[src/rtl/inverter_arbiter_pkg.sv]
// -----------------------------------------------------------------------------
// inverter_arbiter_pkg
//   Shared types and constants for the inverter_arbiter slice.
//   - rsp_state_e : occupancy of the single output register (EMPTY / FULL)
//   - STAT_W      : width of the completed-transaction counter
//   - STAT_MAX    : saturation value of that counter
//   - sat_inc()   : saturating increment used by the optional statistics
// -----------------------------------------------------------------------------
package inverter_arbiter_pkg;

  typedef enum logic {
    EMPTY = 1'b0,
    FULL  = 1'b1
  } rsp_state_e;

  localparam int unsigned        STAT_W   = 16;
  localparam logic [STAT_W-1:0]  STAT_MAX = '1;

  // Add one unless already at the top of the range.
  function automatic logic [STAT_W-1:0] sat_inc(input logic [STAT_W-1:0] value);
    return (value == STAT_MAX) ? value : value + 1'b1;
  endfunction

endpackage

[src/rtl/inverter_arbiter_inv_stage.sv]
// -----------------------------------------------------------------------------
// inv_stage
//   DATA_W-wide register with load enable that captures the bitwise inverse of
//   its input. Cleared by a synchronous active-high reset.
//
//   Ports:
//     clk   in   clock, rising edge
//     rst   in   synchronous active-high reset (clears q)
//     load  in   capture ~d on the next rising edge
//     d     in   DATA_W data to invert
//     q     out  registered inverse, held while load is low
// -----------------------------------------------------------------------------
module inv_stage #(
  parameter int DATA_W = 8
) (
  input  logic              clk,
  input  logic              rst,
  input  logic              load,
  input  logic [DATA_W-1:0] d,
  output logic [DATA_W-1:0] q
);

  // NOTE: state is updated with non-blocking (<=) assignments so every
  // register samples its inputs from before the edge, independent of the
  // order in which always blocks are evaluated.
  // NOTE: the data register is reset on purpose: the result is observable on
  // rsp_data and must read zero after reset, not leftover data.
  always_ff @(posedge clk) begin
    if (rst) begin
      q <= '0;
    end else if (load) begin
      q <= ~d;
    end
  end

endmodule

[src/rtl/inverter_arbiter.sv]
// -----------------------------------------------------------------------------
// inverter_arbiter
//   NUM_REQ requesters share one registered inversion stage. A round-robin
//   arbiter picks one valid requester per accept; its data is inverted and
//   registered, and presented one cycle later with the winner's index.
//   The output register is a one-entry buffer (EMPTY/FULL) with a
//   valid/ready handshake towards the consumer.
//
//   Ports:
//     clk         in   clock, rising edge
//     rst         in   synchronous active-high reset
//     req_valid   in   [NUM_REQ]        per-requester valid
//     req_data    in   [NUM_REQ*DATA_W] requester i at [i*DATA_W +: DATA_W]
//     req_ready   out  [NUM_REQ]        one-hot grant, combinational
//     rsp_valid   out  result held on rsp_data
//     rsp_data    out  [DATA_W]         ~(accepted request data)
//     rsp_id      out  [$clog2(NUM_REQ)] index of the producing requester
//     rsp_ready   in   consumer takes the result when rsp_valid && rsp_ready
//     stat_count  out  [16] completed-transaction count
//
//   Configuration macro:
//     INVERTER_ARBITER_STATS_EN  when defined, stat_count counts completed
//                                handshakes and saturates at 16'hFFFF; when
//                                undefined, stat_count is tied to zero.
// -----------------------------------------------------------------------------
module inverter_arbiter
  import inverter_arbiter_pkg::*;
#(
  parameter int NUM_REQ = 4,
  parameter int DATA_W  = 8
) (
  input  logic                        clk,
  input  logic                        rst,
  input  logic [NUM_REQ-1:0]          req_valid,
  input  logic [NUM_REQ*DATA_W-1:0]   req_data,
  output logic [NUM_REQ-1:0]          req_ready,
  output logic                        rsp_valid,
  output logic [DATA_W-1:0]           rsp_data,
  output logic [$clog2(NUM_REQ)-1:0]  rsp_id,
  input  logic                        rsp_ready,
  output logic [STAT_W-1:0]           stat_count
);

  localparam int ID_W = $clog2(NUM_REQ);

  rsp_state_e        state_q, state_d;
  logic [ID_W-1:0]   ptr_q;
  logic [ID_W-1:0]   grant_idx;
  logic              found;
  logic              acc;
  logic [DATA_W-1:0] sel_data;

  // (base + offset) mod NUM_REQ; NUM_REQ need not be a power of two, so the
  // wrap is explicit rather than relying on ID_W-bit overflow.
  function automatic logic [ID_W-1:0] wrap_add(input logic [ID_W-1:0] base,
                                               input int              offset);
    int sum;
    sum = int'(base) + offset;
    if (sum >= NUM_REQ) begin
      sum = sum - NUM_REQ;
    end
    return ID_W'(sum);
  endfunction

  // Round-robin search: first valid requester at or above ptr_q, wrapping.
  // NOTE: every variable driven here gets a default before the loop, so no
  // path leaves it unassigned and no latch is inferred.
  always_comb begin
    found     = 1'b0;
    grant_idx = '0;
    for (int k = 0; k < NUM_REQ; k++) begin
      if (!found && req_valid[wrap_add(ptr_q, k)]) begin
        found     = 1'b1;
        grant_idx = wrap_add(ptr_q, k);
      end
    end
  end

  // Accept only when the output register is free or being drained this
  // cycle; reset blocks any accept so no handshake completes under rst.
  assign rsp_valid = (state_q == FULL);
  assign acc       = found && (!rsp_valid || rsp_ready) && !rst;
  assign req_ready = acc ? (NUM_REQ'(1) << grant_idx) : '0;
  assign sel_data  = req_data[grant_idx*DATA_W +: DATA_W];

  // Output-register occupancy.
  always_comb begin
    state_d = state_q;
    case (state_q)
      EMPTY: if (acc) state_d = FULL;
      FULL:  begin
        if (acc)            state_d = FULL;
        else if (rsp_ready) state_d = EMPTY;
      end
    endcase
  end

  always_ff @(posedge clk) begin
    if (rst) begin
      state_q <= EMPTY;
      ptr_q   <= '0;
      rsp_id  <= '0;
    end else begin
      state_q <= state_d;
      if (acc) begin
        ptr_q  <= wrap_add(grant_idx, 1);
        rsp_id <= grant_idx;
      end
    end
  end

  inv_stage #(
    .DATA_W (DATA_W)
  ) u_inv_stage (
    .clk  (clk),
    .rst  (rst),
    .load (acc),
    .d    (sel_data),
    .q    (rsp_data)
  );

`ifdef INVERTER_ARBITER_STATS_EN
  logic [STAT_W-1:0] stat_q;

  always_ff @(posedge clk) begin
    if (rst) begin
      stat_q <= '0;
    end else if (rsp_valid && rsp_ready) begin
      stat_q <= sat_inc(stat_q);
    end
  end

  assign stat_count = stat_q;
`else
  assign stat_count = '0;
`endif

endmodule

[config.mk]
export PLATFORM = sky130hd
export DESIGN_NAME = inverter_arbiter
export DESIGN_NICKNAME = d
export VERILOG_FILES = /design/src/rtl/inverter_arbiter_pkg.sv /design/src/rtl/inverter_arbiter_inv_stage.sv /design/src/rtl/inverter_arbiter.sv
export SDC_FILE = /design/constraint.sdc
export NUM_CORES = 1
export LEC_CHECK = 0
export CORE_ASPECT_RATIO = 1.25
export CORE_MARGIN = 2
export CORE_UTILIZATION = 23
export CTS_BUF_LIST = sky130_fd_sc_hd__clkbuf_16
export DETAILED_ROUTE_END_ITERATION = 8
export PLACE_DENSITY_LB_ADDON = 0.1
export SLEW_MARGIN = 20
export SYNTH_ARGS = -nofsm -noshare
export SYNTH_HDL_FRONTEND = slang
export SYNTH_SLANG_ARGS = --single-unit
[constraint.sdc]
create_clock -name clk -period 3.4 [get_ports clk]
set_input_delay 0.34 -clock clk [delete_from_list [all_inputs] [get_ports clk]]
set_output_delay 0.34 -clock clk [all_outputs]
set_load 0.005 [all_outputs]
==> metrics.md, run 1 <==
| Metric | Value |
|---|---|
| Worst-path cell with the longest stage delay | clkdlybuf4s50_1 |
| Static Leak | 0.720 nW |
| Biggest cell delay along the critical path | 0.58 ns |
| Final HPWL DP | 2030 µm |
| Yosys warns | 0 |
| Die Wd | 62.7 µm |
| Final hold vios | 0 |
| Fmax | 361 MHz |
| Number of CTS-inserted buffers | 3 |
| Clk sinks | 13 |
| WHS | 0.479 ns |
| Effective utilization at floorplan | around a quarter |
| Number of library cell types mapped by synthesis | 30 |
| Die H | 77.4 µm |
| WL per Instance | 12.0 µm |
| Layout area overhead | 59.1% |
| Antenna violations before repair | 0 |
| Reg clk slew, reported paths | 0.05 ns |
| Clock tree buffer depth | 2 |
| Crit Path Max Fanout | 4 |
| RSZ-0062 raised after global routing | no |
| Post-synthesis async set-or-reset flop share | 0% |
| Syn Inst Count | 105 |
| Final instance area | 1580 µm² |
| Top FF cell, synth | dfxtp_1 |
| Clk_lat worst skew | between 0.2 and 0.25 ns |
| Post-CTS setup buffers | 0 |
| Slew @ Worst Pin | between 0.6 and 0.7 ns |
| Die footprint | 4860 µm² |
| Part of the power in the clock network | 30.3% |
| Minimum clock period | 2.77 ns |
| Final #Nets | 201 |
| CTS tree | done |
| Resize count post-CTS | 0 |
| Startpoint Class | primary input |
| Critical path class | in2out |
| Final TNS setup | 0 ns |
| Gr ovfl total | 0 |
| VDD IR max | 0.210 mV |
| Largest net degree at the start of global routing | 16 |
| Vias per cell | 4.17 |
| Hold Path Class | reg2reg |
| Rel. slew slack | 57.2% |
| Crit-path most repeated cell | clkdlybuf4s50_1 |
| Power Internal | 0.524 mW |
| Core Area | 4130 µm² |
| Dominant cells by area after synthesis | dfxtp_1 (26%), mux2i_1 (16%), buf_4 (13%) |
| Cell chain of the critical path | clkdlybuf4s50_1, nor2b_1, o21a_1, or3_4, inv_2, ha_1, and2_1, clkdlybuf4s50_1 |
| First-pass GRT wire length | 3970 µm |
| Comb pwr share | 41.0% |
| Gpl congestion | 0.764 |
| Sequential-to-total area share from yosys stat | 26.2% |
| Drt drc | 0 |
| Antenna cells | 0 |
| Vias in the first global route | ~830 |
| WL final | ~2600 µm |
| Worst setup EP type | output pin |
| Crit share post-route | 81.4% |
| Finished Core Util | 38.2% |
| Placed instance area | 1500 µm² |
| Most instantiated cells after synthesis | buf_4 (17), mux2i_1 (16), dfxtp_1 (13), a221o_1 (8), and3_1 (8) |
| Status | finished clean |
| DRT antenna net count | 0 |
| Inst Count DP | roughly 210 |
| Worst EP arrival | 2.43 ns |
| Synth top area share | 26.2% |
| EDFF count, synth | 0 |
| Hold Buf Count CTS | 0 |
| Most frequent cell after synthesis | buf_4 |
| Pre-CTS setup slack | 0.618 ns |
| Rows | 26 |
| Total Power | 0.731 mW |
| Sw power | 0.208 mW |
| Final std cells w/o fill | ~210 |
| Number of synthesized register bits | 13 |
| Sequential share of power | 28.7% |
| Post-Syn Area | 992 µm² |
| CTS root buf | clkbuf_16 |
| Max-cap violations | 0 |
| Initial DRC count | 10 |
| Endpoints failing setup | 0 |
| Number of port buffers | 53 |
| Switching Fraction | 28.4% |
| H-tree lvl count | 1 |
| FILL cells | ~460 |
| Pwr/cell area | 463 nW/µm² |
| Global Route Usage Sum | 10.1% |
| Clock skew | 0.00507 ns |
| Area leader, netlist | dfxtp_1 |
| Critical path required time | ~3.1 ns |
| # IOs | 70 |
| DRT Pass-1 Iters | 4 |
| Share of layout cells above drive strength 1 | 7.01% |
| Final Max Slew Viols | 0 |
| Via count | 888 |
| Setup slack after layout | 0.632 ns |
| Post-synthesis area per instance | approximately 9.4 µm² |
==> power groups by stage <==
| stage | combinational [mW] | clock (mW) | sequential, mW |
|---|---|---|---|
| 4_1_cts | 0.305 | 0.228 | 0.209 |
| 3_5_place_dp | 0.304 | 0 | 0.211 |
| 3_3_place_gp | 0.301 | 0 | 0.212 |
| 6_report | 0.300 | 0.222 | 0.210 |
| 2_1_floorplan | 0.184 | 0 | 0.210 |
| 5_1_grt | 0.330 | 0.235 | 0.215 |
==> state kept, by name, indices dropped and copies added, names as in the netlist <==
signal / count
rsp_valid: 1
u_inv_stage.q: 8
ptr_q: 2
rsp_id: 2
==> logic make-up (layout without fill, tap and decap cells) <==
logic type / Yosys count / count (layout) / synth area share (%)
adder cells (fa/ha/maj): 4 / 4 / 5.04
buffers and inverters: 24 / 61 / 18.2
other: 1 / 16 / 0.378
AND/OR/NAND/NOR: 32 / 32 / 20.7
flip-flops: 13 / 13 / 26.2
multiplexers: 16 / 16 / 16.1
AO/OA/AOI/OAI: 15 / 15 / 13.4
==> placed cells by master (no fill, tap or decap), drive strengths merged <==
| master | n |
|---|---|
| o21a | 1 |
| nor2b | 4 |
| clkbuf | 3 |
| a21oi | 3 |
| inv | 3 |
| nand2 | 2 |
| clkdlybuf4s50 | 53 |
| clkinv | 1 |
| a31o | 1 |
| a221o | 8 |
| dfxtp | 13 |
| nand3 | 2 |
| mux2i | 16 |
| and2b | 1 |
| or3 | 2 |
| nor3 | 1 |
| nor2 | 4 |
| o32ai | 1 |
| and3 | 8 |
| and2 | 4 |
| conb | 16 |
| buf | 1 |
| nor4 | 2 |
| ha | 4 |
| o21ai | 1 |
| nand2b | 2 |
==> critical path: cells and delay by family <==
kind	cells	cell delay (ns)
AOI/OAI and AO/OA	1	0.22
adders and majority gates	1	0.13
buffers and inverters	3	1.16
and+or+nand+nor	3	0.57
==> worst paths after layout <==
| path | endpoint | startpoint | slack [ns] | cells after the start |
|---|---|---|---|---|
| worst max-delay path | req_ready[1] | req_valid[3] | 0.63 | 8 |
| worst min-delay path | rsp_id[1]$_SDFFE_PP0P_ | rsp_id[1]$_SDFFE_PP0P_ | 0.48 | 2 |
| worst max register to register | u_inv_stage.q[6]$_SDFFE_PP0P_ | ptr_q[1]$_SDFFE_PP0P_ | 1.48 | 5 |
| worst min register to register | rsp_id[1]$_SDFFE_PP0P_ | rsp_id[1]$_SDFFE_PP0P_ | 0.48 | 2 |
==> cell type report <==
type	count	area (µm²)	share of cell area [%]
clock buffer	3	75.1	4.75
clock inverter	1	5.00	0.317
tap	56	70.1	4.44
timing repair buffer	54	538	34.1
sequential	13	260	16.5
inverter	3	11.3	0.713
multi-input combinational	83	619	39.2
==> routing by layer <==
metal | global-route usage [%] | vias to the layer above | wire [µm]
met1 | 11.8 | 402 | 1080
met4 | 2.00 | 0 | 0
met5 | 0 | - | 0
li1 | - | 447 | -
met2 | 18.2 | 39 | 1290
met3 | 3.19 | 0 | 186
Note: power is estimated with default switching activity, not from simulation.
==> run 2, diff against run 1 <==
==> constraint.sdc (replaced) <==
create_clock -name clk -period 2.4 [get_ports clk]
set_input_delay 0.24 -clock clk [delete_from_list [all_inputs] [get_ports clk]]
set_output_delay 0.24 -clock clk [all_outputs]
set_load 0.005 [all_outputs]
==> metrics.md, run 2 (same netlist as run 1, synthesis figures left out) <==
| Metric | Value |
|---|---|
| Gr ovfl total | 0 |
| Antenna cells | 0 |
| Slew @ Worst Pin | 0.632 ns |
| # IOs | 70 |
| Reg clk slew, reported paths | 0.05 ns |
| Effective utilization at floorplan | about 24% |
| Worst EP arrival | 2.01 ns |
| Most frequent cells in the layout | clkdlybuf4s50_1 (49), mux2i_1 (16), conb_1 (16) |
| Crit share post-route | between 90% and 100% |
| Critical path class | in2out |
| Rel. slew slack | 57.5% |
| Final HPWL DP | ~2100 µm |
| WHS | 0.468 ns |
| CP bufs+invs | 4 |
| Finished Core Util | 40.8% |
| Fmax | 445 MHz |
| Busiest grt layer | met2 |
| Static Leak | 0.830 nW |
| Die Wd | 62.7 µm |
| Drt drc | 0 |
| Minimum clock period | 2.25 ns |
| Top Registers | u_inv_stage.q: 8 flops, ptr_q: 2 flops, rsp_id: 2 flops |
| Most common cell after layout, fill and taps aside | clkdlybuf4s50_1 |
| Hold Path Class | reg2reg |
| Number of CTS-inserted buffers | 3 |
| CTS root buf | clkbuf_16 |
| Final Max Slew Viols | 0 |
| Max FFs per register | 8 |
| Power Internal | a little under 0.8 mW |
| Startpoint Class | primary input |
| First-pass GRT wire length | 4340 µm |
| Layout area overhead | 69.9% |
| RSZ-0062 raised after global routing | no |
| Switching Fraction | 28.2% |
| Clock tree buffer depth | 2 |
| Hold Buf Count CTS | 0 |
| Part of the power in the clock network | 28.3% |
| Total Power | 1.09 mW |
| Vias per cell | 4.09 |
| Met3 Use GR | 3.33% |
| Worst-path cell with the longest stage delay | clkdlybuf4s50_1 |
| CTS tree | done |
| Final #Nets | approximately 220 |
| Met1 track demand over resource | 13.2% |
| Comb pwr share | 44.1% |
| Vias in the first global route | 931 |
| Worst setup EP type | output pin |
| Final hold vios | 0 |
| Final TNS setup | 0 ns |
| Sw power | roughly 0.31 mW |
| Clk sinks | 13 |
| VDD IR max | 0.223 mV |
| Cell chain of the critical path | clkdlybuf4s50_1, nor2b_1, o21a_1, or3_4, inv_2, buf_4, ha_1, and2_1, dlygate4sd2_1 |
| Rows | 26 |
| Global Route Usage Sum | about 11% |
| Clk_lat worst skew | 0.24 ns |
| Pwr/cell area | 645 nW/µm² |
| WL per Instance | 12.0 µm |
| DRT Pass-1 Iters | 4 |
| Clock skew | 0.00267 ns |
| Delay-heaviest family, CP | buffers and inverters |
| Via count | 928 |
| Crit Path Max Fanout | 3 |
| Critical path required time | 2.16 ns |
| DRT antenna net count | 0 |
| H-tree lvl count | 1 |
| Largest net degree at the start of global routing | 14 |
| WL final | 2730 µm |
| Core Area | 4130 µm² |
| Biggest cell delay along the critical path | 0.42 ns |
| Pre-CTS setup slack | -0.0285 ns |
| Met2 Use GR | 19.6% |
| Max-cap violations | 0 |
| Initial DRC count | 19 |
| Gpl congestion | 0.782 |
| Largest reg by FF count | u_inv_stage.q |
| Setup slack after layout | 0.151 ns |
| Sequential share of power | 27.5% |
| Share of layout cells above drive strength 1 | between 10% and 20% |
| Endpoints failing setup | 0 |
| Die H | 77.4 µm |
| Status | finished clean |
| Die footprint | 4860 µm² |
| Number of port buffers | 53 |
| Antenna violations before repair | 0 |
## run 2: path summary, 6_finish.rpt
kind                                    to  cells past startpoint              startpoint  slack (ns)
max                           req_ready[3]                      9            req_valid[2]        0.15
min                 rsp_id[1]$_SDFFE_PP0P_                      2  rsp_id[1]$_SDFFE_PP0P_        0.47
max reg2reg  u_inv_stage.q[6]$_SDFFE_PP0P_                      9   ptr_q[0]$_SDFFE_PP0P_        0.47
min reg2reg         rsp_id[1]$_SDFFE_PP0P_                      2  rsp_id[1]$_SDFFE_PP0P_        0.47
## run 2: timing repair
| item | CTS | global route |
|---|---|---|
| setup buffers | 3 | 0 |
| gates cloned | 0 | 0 |
| resized for setup | 2 | 3 |
| endpoints found under the hold margin | 0 | 0 |
| endpoints found under the setup margin | 3 | 2 |
| pin swaps | 1 | 0 |
## run 2: area by class of cell
class / instances / area [µm²]
multi-input combinational: 83 / 619
sequential: 13 / 260
tap: 56 / 70.1
clock buffer: 3 / 75.1
clock inverter: 1 / 3.75
timing repair buffer: 68 / 646
fill: 470 / 2450
inverter: 3 / 11.3
## run 2: per-layer routing
layer / wire (µm) / part of all wire, %
met3: 232 / 8.5
met2: 1410 / 52
met4: 0 / 0
met5: 0 / 0
met1: 1080 / 40
## run 2: worst min-delay path, delay by kind of cell (launching register included)
| kind | cells | cell delay [ns] |
|---|---|---|
| AOI/OAI and AO/OA | 1 | 0.06 |
| and+or+nand+nor | 1 | 0.06 |
| DFF | 1 | 0.32 |
## run 2: power groups by stage
stage | sequential, mW | clock [mW] | combinational, mW
2_1_floorplan | 0.298 | 0 | 0.260
3_3_place_gp | 0.302 | 0 | 0.459
3_5_place_dp | 0.301 | 0 | 0.464
4_1_cts | 0.299 | 0.312 | 0.483
5_1_grt | 0.305 | 0.325 | 0.530
6_report | 0.300 | 0.308 | 0.480
## run 2: stage by stage
step	cell area [µm²]	std cells
2_1_floorplan	1050	120
3_3_place_gp	1580	220
6_report	1690	227
4_1_cts	1680	227
3_5_place_dp	1580	220
5_1_grt	1690	227
